## config.mk

```make
export PLATFORM = sky130hd
export DESIGN_NAME = counter_sched
export DESIGN_NICKNAME = d
export VERILOG_FILES = /design/src/rtl/counter_sched.sv
export SDC_FILE = /design/constraint.sdc
export NUM_CORES = 1
export LEC_CHECK = 0
export CORE_ASPECT_RATIO = 0.6
export CORE_MARGIN = 5
export CORE_UTILIZATION = 45
export DETAILED_ROUTE_END_ITERATION = 12
export GPL_ROUTABILITY_DRIVEN = 0
export PLACE_DENSITY = 0.79
export SLEW_MARGIN = 20
export SYNTH_ARGS = -nofsm -noshare
export SYNTH_HDL_FRONTEND = slang
export SYNTH_SLANG_ARGS = --single-unit
```

## constraint.sdc

```tcl
create_clock -name SIM_CLK -period 6.9 [get_ports SIM_CLK]
set_clock_uncertainty 0.2 [all_clocks]
set_input_delay 1.38 -clock SIM_CLK [delete_from_list [all_inputs] [get_ports SIM_CLK]]
set_output_delay 1.38 -clock SIM_CLK [all_outputs]
set_load 0.01 [all_outputs]
```

## src/rtl/counter_sched.sv

```systemverilog
// rtl/counter_sched.sv - counter-cycle scheduler: latches plus/minus requests, grants one cell per memory cycle
// Optional feature macro: CNT_SCHED_CANCEL_EN (opposite-direction requests on one cell cancel each other)
module counter_sched #(
  parameter int NREQ   = 8,
  parameter int IDW    = 3,
  parameter int MAXRUN = 4
) (
  input  logic            SIM_CLK,
  input  logic            SIM_RST,
  input  logic            T12_STB,
  input  logic            GOJAM,
  input  logic            INHINC,
  input  logic [NREQ-1:0] REQ_P,
  input  logic [NREQ-1:0] REQ_M,
  output logic            CNT_GO,
  output logic [IDW-1:0]  CNT_ID,
  output logic            CNT_DIR,
  output logic [NREQ-1:0] PEND,
  output logic            OVR
);

  typedef enum logic [1:0] {
    S_IDLE = 2'd0,
    S_CNTR = 2'd1,
    S_HOLD = 2'd2
  } state_t;

  state_t          state_q;
  logic [NREQ-1:0] p_q, m_q, pend_q;
  logic [NREQ-1:0] p_g, m_g, p_d, m_d;
  logic            ovr_q, ovr_d;
  logic            go_q, dir_q;
  logic [IDW-1:0]  id_q;
  logic [3:0]      run_q, run_inc;

  logic            any_pend;
  logic [IDW-1:0]  sel;
  logic            run_full;
  logic            force_hold;
  logic            grant;

  // Priority encoder: lowest index wins, scanning from the top so the last hit sticks.
  always_comb begin
    any_pend = 1'b0;
    sel      = '0;
    for (int i = NREQ - 1; i >= 0; i--) begin
      if (p_q[i] || m_q[i]) begin
        any_pend = 1'b1;
        sel      = IDW'(i);
      end
    end
  end

  assign run_full   = (run_q == 4'(MAXRUN));
  assign run_inc    = run_full ? run_q : run_q + 4'd1;
  assign force_hold = T12_STB && !GOJAM && (state_q == S_CNTR) && run_full;
  assign grant      = T12_STB && !GOJAM && !force_hold && !INHINC && any_pend;

  // Grant consumes its bit first; this cycle's requests are then merged on top of that.
  always_comb begin
    p_g = p_q;
    m_g = m_q;
    if (grant) begin
      if (p_q[sel]) p_g[sel] = 1'b0;
      else          m_g[sel] = 1'b0;
    end

    p_d   = p_g;
    m_d   = m_g;
    ovr_d = ovr_q;
    for (int i = 0; i < NREQ; i++) begin
`ifdef CNT_SCHED_CANCEL_EN
      if (REQ_P[i] && !REQ_M[i]) begin
        if (m_g[i])      m_d[i] = 1'b0;
        else if (p_g[i]) ovr_d  = 1'b1;
        else             p_d[i] = 1'b1;
      end else if (REQ_M[i] && !REQ_P[i]) begin
        if (p_g[i])      p_d[i] = 1'b0;
        else if (m_g[i]) ovr_d  = 1'b1;
        else             m_d[i] = 1'b1;
      end
`else
      if (REQ_P[i]) begin
        if (p_g[i]) ovr_d  = 1'b1;
        else        p_d[i] = 1'b1;
      end
      if (REQ_M[i]) begin
        if (m_g[i]) ovr_d  = 1'b1;
        else        m_d[i] = 1'b1;
      end
`endif
    end

    if (GOJAM) begin
      p_d   = '0;
      m_d   = '0;
      ovr_d = 1'b0;
    end
  end

  always_ff @(posedge SIM_CLK or negedge SIM_RST) begin
    if (!SIM_RST) begin
      state_q <= S_IDLE;
      p_q     <= '0;
      m_q     <= '0;
      pend_q  <= '0;
      ovr_q   <= 1'b0;
      go_q    <= 1'b0;
      id_q    <= '0;
      dir_q   <= 1'b0;
      run_q   <= 4'd0;
    end else begin
      p_q    <= p_d;
      m_q    <= m_d;
      pend_q <= p_d | m_d;
      ovr_q  <= ovr_d;
      if (GOJAM) begin
        state_q <= S_IDLE;
        go_q    <= 1'b0;
        run_q   <= 4'd0;
      end else if (T12_STB) begin
        if (force_hold) begin
          state_q <= S_HOLD;
          go_q    <= 1'b0;
          run_q   <= 4'd0;
        end else if (grant) begin
          state_q <= S_CNTR;
          go_q    <= 1'b1;
          id_q    <= sel;
          dir_q   <= p_q[sel];
          run_q   <= run_inc;
        end else begin
          state_q <= S_IDLE;
          go_q    <= 1'b0;
          run_q   <= 4'd0;
        end
      end
    end
  end

  assign CNT_GO  = go_q;
  assign CNT_ID  = id_q;
  assign CNT_DIR = dir_q;
  assign PEND    = pend_q;
  assign OVR     = ovr_q;

endmodule
```

==> key figures, run 1 <==
Place
  • Cells after DPL: 298
  • # port buffers: 34
  • Dpl ws: 2.32 ns
  • Placed wire-length estimate: 3.85 mm

Synth
  • Share of synthesized registers carrying an async set or reset: 100%
  • Syn Nets: 231
  • Top_reg_cell synth: dfrtp_1
  • Synth unique cells: 53
  • Post-synthesis register bit count: 35
  • Post-synth EDFFs: 0
  • Synth warnings: 0
  • Cell Area, Synth: 1940 um2
  • Post-synthesis sequential area ratio: 45.1%
  • Synthesized instance count: 208
  • Post-Syn Area per Cell: 9.34 um2

Critical path
  • CP Data Required Time: 6.82 ns
  • R2R depth: 8
  • Reg2reg end: OVR
  • Crit path to: OVR
  • CP Data Arrival Time: 4.28 ns
  • Crit. End Element: flop
  • Worst reg-to-reg setup slack: 4.02 ns
  • Worst Setup Start Kind: input pin
  • Crit-path max FO: 27
  • R2R Path Start: run_q[0]
  • Critical setup path kind: in -> reg
  • Worst setup path startpoint: GOJAM

Final layout
  • Share of cells above drive strength 1: 8.13%
  • Layout Nets: 268
  • Multi-input logic area: 990 um2
  • Ant diodes: 0
  • Post-route insts no fill: 306
  • Fillcell total: 382
  • Register area: 876 um2
  • P&R area growth vs syn: 24.7%

Clock network
  • CTS tree: yes
  • Post-cts resize count: 0
  • CTS Root Cell: clkbuf_8
  • Worst-Skew Late Latency: 0.29 ns
  • Clock sinks: 35
  • Buffer count from post-CTS setup fixing: 0
  • Clock buffer depth: 2
  • Hold buffer count at cts: 0
  • CTS clk-pin slew, worst paths: 0.07 ns
  • CTS buffer count: 5
  • H-tree depth: 2

Die
  • Starting density of the core: 46.9%
  • # rows: 18
  • Die Wd: 94.8 um
  • Height of the die: 60.9 um
  • Core footprint: 4140 um2
  • Die Footprint: 5780 um2
  • # IOs: 35

Route
  • Total iterations of the first detailed-routing run: 7
  • Via Count: 1813
  • WL final: 5.06 mm
  • Post-DR wirelength/cell: 16.5 um
  • Final ANT Viol Nets: 0
  • DR vias/cell: 5.92
  • Starting DRT DRC Count: 170
  • Remaining DRCs: 0

Timing
  • Period minus WS final: 4.36 ns
  • Slew Limit Fails: 0
  • Worst-margin pin slew: 0.981 ns
  • RSZ-0062 raised after global routing: no
  • Worst slew margin: 34.4%
  • Fmax: 0.229 GHz
  • Period Utilization, post-route: 63.2%
  • Setup TNS: 0 ns
  • Worst hold margin: 0.297 ns
  • Final worst setup slack: 2.54 ns
  • Final setup fails: 0
  • Final hold violations: 0

Pwr
  • Max rail drop VDD: 0.000105 V
  • Total power: 0.485 mW
  • PD cells: 200 nW/um2
  • Leakage power: 0.987 nW

GRT
  • Largest net degree at the start of global routing: 36
  • Initial antenna violation count: 0
  • Global route overflow: 0
  • Vias in the first global route: 1669
  • First-pass GRT wire length: 8.51 mm
  • GRT Util Overall: 19.6%

Hold path
  • Hold path depth: 2
  • Hold crit path type: reg -> reg

Outcome
  • Status: complete, no violations

Flow run
  • Max cap viols: 0
where the power goes:
group / internal, mW / leakage, nW / switching, mW
sequential: 0.221 / 0.438 / 0.0190
combinational: 0.0500 / 0.506 / 0.0553
clock: 0.0707 / 0.0422 / 0.0697
total: 0.341 / 0.987 / 0.144
cell usage after synthesis (all sizes together) (3+ instances only):
master,count,area share [%]
a21oi,23,5.9
o41ai,3,1.4
buf,3,0.90
o31ai,5,2.2
o311a,3,1.5
nor4,6,4.9
o21ai,13,3.7
a41oi,3,1.7
dfrtp,35,45
inv,14,2.7
a31oi,8,2.6
nand3,4,1.3
nand2,25,4.8
nor2,21,4.1
and3,3,0.97
stage by stage:
step / cell area [um2] / util [%]
final: 2420 / 58.5
after global routing: 2420 / 58.5
after CTS: 2420 / 58.5
after detailed placement: 2340 / 56.5
after global placement: 2340 / 56.5
after floorplan: 1940 / -
metal layers:
| metal | global-route usage [%] | vias to the layer above | share of wire (%) |
|---|---|---|---|
| met5 | 0 | - | 0 |
| met4 | 4.52 | 0 | 0.65 |
| met3 | 8.18 | 6 | 13 |
| met2 | 25.2 | 102 | 38 |
| met1 | 29.8 | 852 | 49 |
| li1 | - | 853 | - |
critical path: stages:
cell and delay (ns):
clkdlybuf4s50_1 0.91, nor2_1 0.34, o311a_1 0.45, nand2_1 0.28, o311a_1 0.39, a311oi_1 0.35, a41oi_2 0.17
cell type report:
type / count / share of cell area (%)
timing repair buffer: 35 / 14.4
sequential: 35 / 36.2
clock buffer: 7 / 3.15
tap: 60 / 3.10
inverter: 14 / 2.17
clock inverter: 1 / 0.207
multi-input combinational: 154 / 40.9
worst min path at each step:
stage | start | to
CTS | CNT_DIR | CNT_DIR
floorplan | run_q[3] | run_q[3]
global placement | CNT_DIR | CNT_DIR
finish | CNT_DIR | CNT_DIR
global route | run_q[3] | run_q[3]
detailed placement | CNT_DIR | CNT_DIR
sequential cells by signal, summed over array words and instances (netlist names):
name	flops
PEND	8
state_q	2
CNT_ID	3
CNT_DIR	1
run_q	4
OVR	1
m_q	8
p_q	8
kinds of logic after synthesis:
group           after synthesis  share of synthesized area [%]
compound gates               81                           29.4
fa+ha+maj                     2                           1.29
buf+inv                      19                           3.99
flops                        35                           45.1
mux                           1                          0.515
simple gates                 70                           19.7
cell usage in the layout (no fill, tap or decap), drive strengths merged, types with 5 or more instances in the layout:
cell type	count
o31ai	5
nor4	6
a21oi	23
a31oi	8
dfrtp	35
inv	14
clkdlybuf4s50	34
nand2	25
nor2	21
o21ai	13
clkbuf	7
(Power assumes the default switching activity.)
==> inputs of run 2 (changes only) <==
==> constraint.sdc (replaced) <==
create_clock -name SIM_CLK -period 4.48 [get_ports SIM_CLK]
set_clock_uncertainty 0.2 [all_clocks]
set_input_delay 0.896 -clock SIM_CLK [delete_from_list [all_inputs] [get_ports SIM_CLK]]
set_output_delay 0.896 -clock SIM_CLK [all_outputs]
set_load 0.01 [all_outputs]
==> key figures, run 2 (synthesis results as in run 1) <==
Hold path
  • Hold crit path type: reg -> reg (unchanged)
  • Hold wc startpoint: run_q[3] (was CNT_DIR)
  • Hold path depth: 1 (was 2)
  • Worst Hold End: run_q[3] (was CNT_DIR)

Pwr
  • PD cells: 309 nW/um2 (was 200 nW/um2)
  • Leakage power: 0.991 nW (was 0.987 nW)
  • Total power: 0.751 mW (was 0.485 mW)
  • Max rail drop VDD: 0.000211 V (was 0.000105 V)

Final layout
  • Most frequent cells in the layout: dfrtp_1, clkdlybuf4s50_1, nand2_1, a21oi_1, nor2_1 (unchanged)
  • Commonest non-fill, non-tap cell in the layout: dfrtp_1 (unchanged)
  • Multi-input logic area: 990 um2 (unchanged)
  • Register area: 876 um2 (unchanged)
  • P&R area growth vs syn: 25.0% (was 24.7%)
  • Ant diodes: 0 (unchanged)
  • Final Util: 58.6% (was 58.5%)
  • Layout Nets: 269 (was 268)
  • Share of cells above drive strength 1: 8.50% (was 8.13%)
  • Post-route insts no fill: 307 (was 306)
  • Post-route cell area: 2430 um2 (was 2420 um2)
  • Fillcell total: 395 (was 382)

Clock network
  • Clock buffer depth: 2 (unchanged)
  • CTS buffer count: 5 (unchanged)
  • Buffer count from post-CTS setup fixing: 0 (unchanged)
  • H-tree depth: 2 (unchanged)
  • Hold buffer count at cts: 0 (unchanged)
  • CTS Root Cell: clkbuf_8 (unchanged)
  • CTS clk-pin slew, worst paths: 0.07 ns (about the same)
  • Clock sinks: 35 (unchanged)
  • Worst-Skew Late Latency: 0.28 ns (was 0.29 ns)
  • CTS tree: yes (unchanged)
  • Post-cts resize count: 0 (unchanged)

Timing
  • Period Utilization, post-route: 69.3%
  • Period minus WS final: 3.10 ns
  • Worst hold margin: 0.287 ns (was 0.297 ns)
  • Final hold violations: 0 (unchanged)
  • Fmax: 0.322 GHz
  • Final worst setup slack: 1.38 ns (was 2.54 ns)
  • RSZ-0062 raised after global routing: no (unchanged)
  • Final setup fails: 0 (unchanged)
  • Worst-margin pin slew: 0.645 ns (was 0.981 ns)
  • Setup TNS: 0 ns (unchanged)
  • Slew Limit Fails: 0 (unchanged)
  • Worst slew margin: 56.3% (was 34.4%)

GRT
  • Vias in the first global route: 1760 (was 1669)
  • Initial antenna violation count: 0 (unchanged)
  • GRT Util Overall: 20.0% (was 19.6%)
  • Global route overflow: 0 (unchanged)
  • First-pass GRT wire length: 8.89 mm (was 8.51 mm)
  • Largest net degree at the start of global routing: 36 (unchanged)

Die
  • # IOs: 35 (unchanged)
  • Die Wd: 94.8 um (unchanged)
  • Core footprint: 4140 um2 (unchanged)
  • # rows: 18 (unchanged)
  • Die Footprint: 5780 um2 (unchanged)
  • Height of the die: 60.9 um (unchanged)
  • Starting density of the core: 46.9% (unchanged)

Place
  • Cells after DPL: 299 (was 298)
  • # port buffers: 34 (unchanged)
  • Placed wire-length estimate: 3.86 mm (was 3.85 mm)
  • Dpl ws: 1.11 ns (was 2.32 ns)
  • Placed cell area: 2350 um2 (was 2340 um2)

Route
  • WL final: 5.14 mm (was 5.06 mm)
  • Total iterations of the first detailed-routing run: 4 (was 7)
  • Remaining DRCs: 0 (unchanged)
  • Final ANT Viol Nets: 0 (unchanged)
  • DR vias/cell: 6.01 (was 5.92)
  • Starting DRT DRC Count: 194 (was 170)
  • Post-DR wirelength/cell: 16.7 um (was 16.5 um)
  • Via Count: 1846 (was 1813)

Flow run
  • Max cap viols: 0 (unchanged)

Critical path
  • R2R depth: 8 (unchanged)
  • R2R Path Start: run_q[0] (unchanged)
  • Most frequent CP cell: o311a_1 (unchanged)
  • CP peak stage delay: 0.57 ns (was 0.91 ns)
  • Crit. End Element: flop (unchanged)
  • CP Data Required Time: 4.43 ns (was 6.82 ns)
  • Worst reg-to-reg setup slack: 1.71 ns (was 4.02 ns)
  • Reg2reg end: OVR (unchanged)
  • CP max-delay cell: clkdlybuf4s50_1 (unchanged)
  • Crit path max-delay family: compound AO/OA/AOI/OAI gates (unchanged)
  • Critical setup path kind: in -> reg (unchanged)
  • CP Data Arrival Time: 3.06 ns (was 4.28 ns)
  • Worst Setup Start Kind: input pin (unchanged)
  • Bufs and invs on worst path: 1 (unchanged)
  • Crit-path max FO: 12 (was 27)
  • Crit-path cells: clkdlybuf4s50_1, o311a_1, nand2_1, o311a_1, a311oi_1, a41oi_2 (was clkdlybuf4s50_1, nor2_1, o311a_1, nand2_1, o311a_1, a311oi_1, a41oi_2)

Outcome
  • Status: complete, no violations (unchanged)
run 2: final cells by class:
| class | instances | share of cell area, % |
|---|---|---|
| multi-input cells | 154 | 40.7 |
| repair buffers | 36 | 14.6 |
| clock inverters | 1 | 0.206 |
| flip-flops and latches | 35 | 36.0 |
| well taps | 60 | 3.09 |
| inverters | 14 | 2.16 |
| clock buffers | 7 | 3.14 |
run 2: worst max path at each step:
| stage | from | to | slack, ns | depth (start not counted) |
|---|---|---|---|---|
| after floorplan | GOJAM | OVR | 1.74 | 8 |
| after global placement | GOJAM | OVR | 1.21 | 7 |
| after detailed placement | GOJAM | OVR | 1.11 | 7 |
| after CTS | GOJAM | OVR | 1.41 | 7 |
| after global routing | T12_STB | OVR | 1.24 | 7 |
| final | T12_STB | OVR | 1.38 | 6 |
run 2: worst register-to-register path, delay by kind of cell, from the launching register on:
kind | cells | cell delay (ns)
simple gates | 2 | 0.49
fa+ha+maj | 1 | 0.19
flops | 1 | 0.41
compound gates | 4 | 1.30
buf+inv | 1 | 0.06
run 2: power by group:
part | switching [mW] | internal, mW
Clock | 0.110 | 0.109
Sequential | 0.0288 | 0.340
Combinational | 0.0858 | 0.0773
Total | 0.225 | 0.526
run 2: layer usage:
metal	up-vias	global-route usage (%)	part of all wire, %
met2	96	27.8	39
li1	858	-	-
met5	-	0	0
met3	2	6.20	13
met4	0	3.29	0.29
met1	890	30.7	48
